File: src/rtl/time_display_pkg.sv
// Shared constants for the time display scanner: digit patterns, time-bus field offsets
// and the range check applied to a captured time snapshot.
package time_display_pkg;

    localparam int NUM_DIGITS = 6;
    typedef logic [2:0] digit_idx_t;

    // Nibble offsets inside the packed {msb_h, lsb_h, msb_m, lsb_m, msb_s, lsb_s} bus.
    localparam int LSB_S_OFS = 0;
    localparam int MSB_S_OFS = 4;
    localparam int LSB_M_OFS = 8;
    localparam int MSB_M_OFS = 12;
    localparam int LSB_H_OFS = 16;
    localparam int MSB_H_OFS = 20;

    // Active-high {g,f,e,d,c,b,a} patterns.
    localparam logic [6:0] SEG_DIGIT [0:9] = '{
        7'h3F, 7'h06, 7'h5B, 7'h4F, 7'h66,
        7'h6D, 7'h7D, 7'h07, 7'h7F, 7'h6F
    };
    localparam logic [6:0] SEG_DASH = 7'h40;
    localparam logic [6:0] SEG_OFF  = 7'h00;

    function automatic logic time_is_bad(input logic [23:0] t);
        logic [3:0] msb_h;
        logic [3:0] lsb_h;
        logic       bad;
        msb_h = t[MSB_H_OFS +: 4];
        lsb_h = t[LSB_H_OFS +: 4];
        bad   = 1'b0;
        for (int i = 0; i < NUM_DIGITS; i++) begin
            if (t[4*i +: 4] > 4'd9) bad = 1'b1;
        end
        if (t[MSB_M_OFS +: 4] > 4'd5 || t[MSB_S_OFS +: 4] > 4'd5) bad = 1'b1;
        if (msb_h > 4'd2 || (msb_h == 4'd2 && lsb_h > 4'd3)) bad = 1'b1;
        return bad;
    endfunction

endpackage

File: src/rtl/bcd_to_7seg.sv
// Combinational nibble-to-segment decoder; values above 9 render as a dash.
module bcd_to_7seg
    import time_display_pkg::*;
(
    input  logic [3:0] bcd_i,
    output logic [6:0] seg_o
);

    // NOTE: assigning a default before any branch keeps always_comb from inferring a latch.
    always_comb begin
        seg_o = SEG_DASH;
        if (bcd_i <= 4'd9) seg_o = SEG_DIGIT[bcd_i];
    end

endmodule

File: src/rtl/time_display_scanner.sv
// Six-digit multiplexed 7-segment driver: synchronises the BCD time bus, takes a
// tear-free snapshot once per frame and scans the digits with an anode guard band.
module time_display_scanner
    import time_display_pkg::*;
#(
    parameter int SCAN_DIV       = 50000,
    parameter int GUARD          = 2,
    parameter int BLINK_FRAMES   = 83,
    parameter bit SEG_ACTIVE_LOW = 1'b1,
    parameter bit AN_ACTIVE_LOW  = 1'b1
) (
    input  logic        clk,
    input  logic        reset,
    input  logic [23:0] time_bcd,
    input  logic        blank_lz,
    output logic [6:0]  seg,
    output logic        dp,
    output logic [5:0]  an,
    output logic        frame_start,
    output logic        bad_time
);

    localparam int DW = $clog2(SCAN_DIV);
    localparam int BW = $clog2(BLINK_FRAMES + 1);
    localparam logic [DW-1:0] DWELL_LAST = DW'(SCAN_DIV - 1);
    localparam logic [DW-1:0] GUARD_END  = DW'(GUARD);
    localparam logic [BW-1:0] BLINK_LAST = BW'(BLINK_FRAMES - 1);
    localparam digit_idx_t    IDX_LAST   = digit_idx_t'(NUM_DIGITS - 1);
    localparam logic [6:0]    SEG_INV    = {7{SEG_ACTIVE_LOW}};
    localparam logic [5:0]    AN_INV     = {6{AN_ACTIVE_LOW}};

    logic [23:0]   s1_q, s2_q, snap_q, snap_d;
    logic [DW-1:0] dwell_q, dwell_d;
    digit_idx_t    idx_q, idx_d;
    logic [BW-1:0] blink_cnt_q, blink_cnt_d;
    logic          blink_q, blink_d;
    logic [6:0]    seg_q, seg_d;
    logic [5:0]    an_q, an_d;
    logic          dp_q, dp_d, frame_start_q, frame_start_d, bad_q, bad_d;

    logic          dwell_wrap, frame_wrap, blank_slot;
    logic [3:0]    cur_nibble;
    logic [6:0]    cur_seg;

    assign cur_nibble = 4'(snap_q >> {idx_q, 2'b00});

    bcd_to_7seg u_dec (
        .bcd_i (cur_nibble),
        .seg_o (cur_seg)
    );

    always_comb begin
        dwell_wrap  = (dwell_q == DWELL_LAST);
        frame_wrap  = dwell_wrap && (idx_q == IDX_LAST);
        dwell_d     = dwell_wrap ? '0 : dwell_q + 1'b1;
        idx_d       = idx_q;
        snap_d      = snap_q;
        blink_cnt_d = blink_cnt_q;
        blink_d     = blink_q;
        if (dwell_wrap) idx_d = (idx_q == IDX_LAST) ? '0 : idx_q + 1'b1;
        if (frame_wrap) begin
            // A bus still changing across the two sync stages keeps last frame's snapshot.
            if (s1_q == s2_q) snap_d = s2_q;
            if (blink_cnt_q == BLINK_LAST) begin
                blink_cnt_d = '0;
                blink_d     = ~blink_q;
            end else begin
                blink_cnt_d = blink_cnt_q + 1'b1;
            end
        end

        blank_slot    = (idx_q == IDX_LAST) && blank_lz && (snap_q[MSB_H_OFS +: 4] == 4'd0);
        an_d          = ((dwell_q >= GUARD_END) && !blank_slot) ? (6'd1 << idx_q) : 6'd0;
        an_d          = an_d ^ AN_INV;
        seg_d         = cur_seg ^ SEG_INV;
        dp_d          = (blink_q && (idx_q == 3'd2 || idx_q == 3'd4)) ^ SEG_ACTIVE_LOW;
        frame_start_d = frame_wrap;
        bad_d         = time_is_bad(snap_q);
    end

    // NOTE: sequential state uses non-blocking assignments so every register samples pre-edge values.
    always_ff @(posedge clk or negedge reset) begin
        if (!reset) begin
            s1_q          <= '0;
            s2_q          <= '0;
            snap_q        <= '0;
            dwell_q       <= '0;
            idx_q         <= '0;
            blink_cnt_q   <= '0;
            blink_q       <= 1'b0;
            seg_q         <= SEG_OFF ^ SEG_INV;
            an_q          <= AN_INV;
            dp_q          <= SEG_ACTIVE_LOW;
            frame_start_q <= 1'b0;
            bad_q         <= 1'b0;
        end else begin
            s1_q          <= time_bcd;
            s2_q          <= s1_q;
            snap_q        <= snap_d;
            dwell_q       <= dwell_d;
            idx_q         <= idx_d;
            blink_cnt_q   <= blink_cnt_d;
            blink_q       <= blink_d;
            seg_q         <= seg_d;
            an_q          <= an_d;
            dp_q          <= dp_d;
            frame_start_q <= frame_start_d;
            bad_q         <= bad_d;
        end
    end

    assign seg         = seg_q;
    assign an          = an_q;
    assign dp          = dp_q;
    assign frame_start = frame_start_q;
    assign bad_time    = bad_q;

endmodule

File: config.mk
export PLATFORM = sky130hd
export DESIGN_NAME = time_display_scanner
export DESIGN_NICKNAME = d
export VERILOG_FILES = /design/src/rtl/time_display_pkg.sv /design/src/rtl/bcd_to_7seg.sv /design/src/rtl/time_display_scanner.sv
export SDC_FILE = /design/constraint.sdc
export NUM_CORES = 1
export LEC_CHECK = 0
export CORE_ASPECT_RATIO = 2
export CORE_MARGIN = 5
export CORE_UTILIZATION = 55
export CTS_CLUSTER_DIAMETER = 80
export DETAILED_ROUTE_END_ITERATION = 6
export GPL_TIMING_DRIVEN = 0
export PLACE_DENSITY = 0.79
export SYNTH_ARGS = -nofsm -noshare
export SYNTH_HDL_FRONTEND = slang
export SYNTH_SLANG_ARGS = --single-unit
File: constraint.sdc
create_clock -name clk -period 3.3 [get_ports clk]
set_input_delay 0.66 -clock clk [delete_from_list [all_inputs] [get_ports clk]]
set_output_delay 0.66 -clock clk [all_outputs]
set_load 0.01 [all_outputs]
==> impl_metrics.toml <==
[run_status]
status = "finished clean"

[clocking]
cts.sinks = 115
clkLatencyLatePin_ns = 0.41
cts.path.max_buffers = 2
cts-root-buf = "clkbuf_16"
cts_buffers = 17
cts_tree = "yes"
h-tree-depth = 4
cts_resized = 0
path_clk_slew_ns = 0.05
cts_hold_buf = 0
post_cts_buffers = 0

[synthesis]
ys_types = 39
synth_fp_nets = 381
synth-edff-count = 0
synth_cells = 344
synth_area_per_cell_um2 = 13.5
yosysWarnings = 0
yosysSeqAreaShare_pct = 62.5
ys.flop_type = "dfrtp_1"
async_reset_ff_share_pct = 100
yosys_register_bits = 115
synth_area_um2 = 4630

[floorplan]
start_util_pct = 56.2
coreArea_um2 = 8230
die_w_um = 74.9
die_height_um = 140
io-pin-count = 43
row_count = 47
dieArea_um2 = 10500

[worst_setup_path]
crit_chain = "or4_4, nor4_4, nand3_2, nor4_4, buf_6, mux2_2"
critPathMaxStageDelay_ns = 0.55
crit_path_top_delay_cell = "nor4_4"
crit_arrival_ns = 3.16
rrSetupSlack_ns = 0.42
path_common_cell = "nor4_4"
critPathMaxFanout = 10
critPathLaunchType = "register"
worstPathRequired_ns = 3.58
crit_path_end_kind = "register"
critical_path_class = "reg2reg"

[final_layout]
layout_common_cells = "dfrtp_1 (101), clkdlybuf4s50_1 (41), mux2_2 (29)"
n_antenna_cell = 0
multiInputGateArea_um2 = 1660
seq_area_um2 = 2900
drive_gt1_share_pct = 21.2
areaGrowthSynthToFinish_pct = 26.5
fin_nets = 443
mostFrequentLayoutCell = "dfrtp_1"
nFillCells = 546

[power]
powerDensity_nw_per_um2 = 607
ir_worst_vdd_v = 0.000480
leakage_nw = 2.64
p_total_mw = 3.56

[timing]
period_share_pct = 87.2
max_freq_mhz = 348
hold_ws_ns = 0.291
hold_viol = 0
setup_viol = 0
tightest_slew_ns = 0.670
relSlewSlack_pct = 55.0
min_period_ns = 2.88
grt_setup_unrepaired = "false"
skew_ns = 0.00972
maxSlewViolCount = 0

[placement]
dpl.hpwl_um = 5950
gp_congestion = 0.837
port_buffers = 42

[route]
drt-initial-drc-count = 146
drcViolationCount = 0
antenna_left = 0
drt-wirelength-per-cell_um = 17.2
wl_um = 8870
vias_per_cell = 5.58
vias = 2887
first_pass_iters = 4

[grt]
antenna_found_initial = 0
grt_max_degree = 62
grt_pass1_vias = 3194
track_usage_pct = 19.6
grt.overflow.total = 0
grt_pass1_wl_um = 15300

[min_path]
hp-class = "in2async"

[job]
cap_violations = 0
==> critical path: cells and delay by family, from the launching register on <==
family	cells	cell delay [ns]
flip-flops	1	0.45
multiplexers	1	0.36
AND/OR/NAND/NOR	4	1.69
buffers and inverters	1	0.24
==> area by class of cell <==
cell class | instances | area share (%)
Tap cell | 98 | 2.09
Buffer | 10 | 0.919
Multi-Input combinational cell | 213 | 28.3
Inverter | 6 | 0.385
Clock inverter | 13 | 3.52
Sequential cell | 115 | 49.4
Timing Repair Buffer | 43 | 7.61
Clock buffer | 19 | 7.73
==> through the flow <==
stage | setup TNS (ns) | setup WS [ns] | util (%) | instances | cell area (µm²)
after floorplan | 0 | 0.802 | - | 344 | 4630
after global placement | -264.54 | -2.47 | 62.8 | 484 | 5170
after detailed placement | 0 | 0.452 | 63.1 | 485 | 5200
after CTS | 0 | 0.406 | 71.1 | 517 | 5860
after global routing | 0 | 0.212 | 71.1 | 517 | 5860
final | 0 | 0.424 | 71.1 | 517 | 5860
==> cell families (layout without fill, tap and decap cells) <==
group	Yosys count	after routing	share of synthesized area, %
AO/OA/AOI/OAI	24	24	3.43
XOR/XNOR	42	42	7.95
adder cells (fa/ha/maj)	10	10	2.70
buffers and inverters	16	91	1.65
flip-flops	115	115	62.5
multiplexers	36	36	9.65
AND/OR/NAND/NOR	101	101	12.1
==> cells in the mapped netlist, types with 6 or more instances <==
cell	count	area share (%)
and3_1	6	0.81
clkbuf_1	6	0.49
dfrtp_1	101	55
dfstp_2	14	7.9
ha_1	10	2.7
inv_1	6	0.49
mux2_2	29	7.1
nand2_1	17	1.4
nand3_1	13	1.4
nand4_1	13	1.8
nor2_1	25	2.0
o21ai_0	10	1.1
o31ai_1	6	0.97
xnor2_1	14	2.6
xor2_1	28	5.3
==> report_power, final <==
part           internal (mW)  total, mW  switching [mW]
combinational         0.0455     0.0858          0.0403
clock                   1.38       2.01           0.631
sequential              1.44       1.46          0.0215
==> per-layer routing <==
metal	vias up	track usage [%]	wire length [µm]
li1	1337	-	-
met1	1432	21.2	3160
met2	88	32.7	4970
met3	30	6.50	408
met4	0	10.5	335
met5	-	0	0
==> sequential cells by signal, summed over array words and instances (netlist names) <==
signal	cells
an	6
bad_time	1
blink_cnt_q	7
blink_q	1
dp	1
dwell_q	16
frame_start	1
idx_q	3
s1_q	24
s2_q	24
seg	7
snap_q	24
==> final timing paths <==
check                            end        from  cells after the start
setup reg to reg           snap_q[3]  dwell_q[4]                      6
setup / recovery           snap_q[3]  dwell_q[4]                      6
max in group asynchronous      an[0]       reset                      2
hold reg to reg             s2_q[11]    s1_q[11]                      0
min in group clk            s2_q[11]    s1_q[11]                      0
hold / removal              s1_q[17]       reset                      1
(Power assumes the default switching activity.)
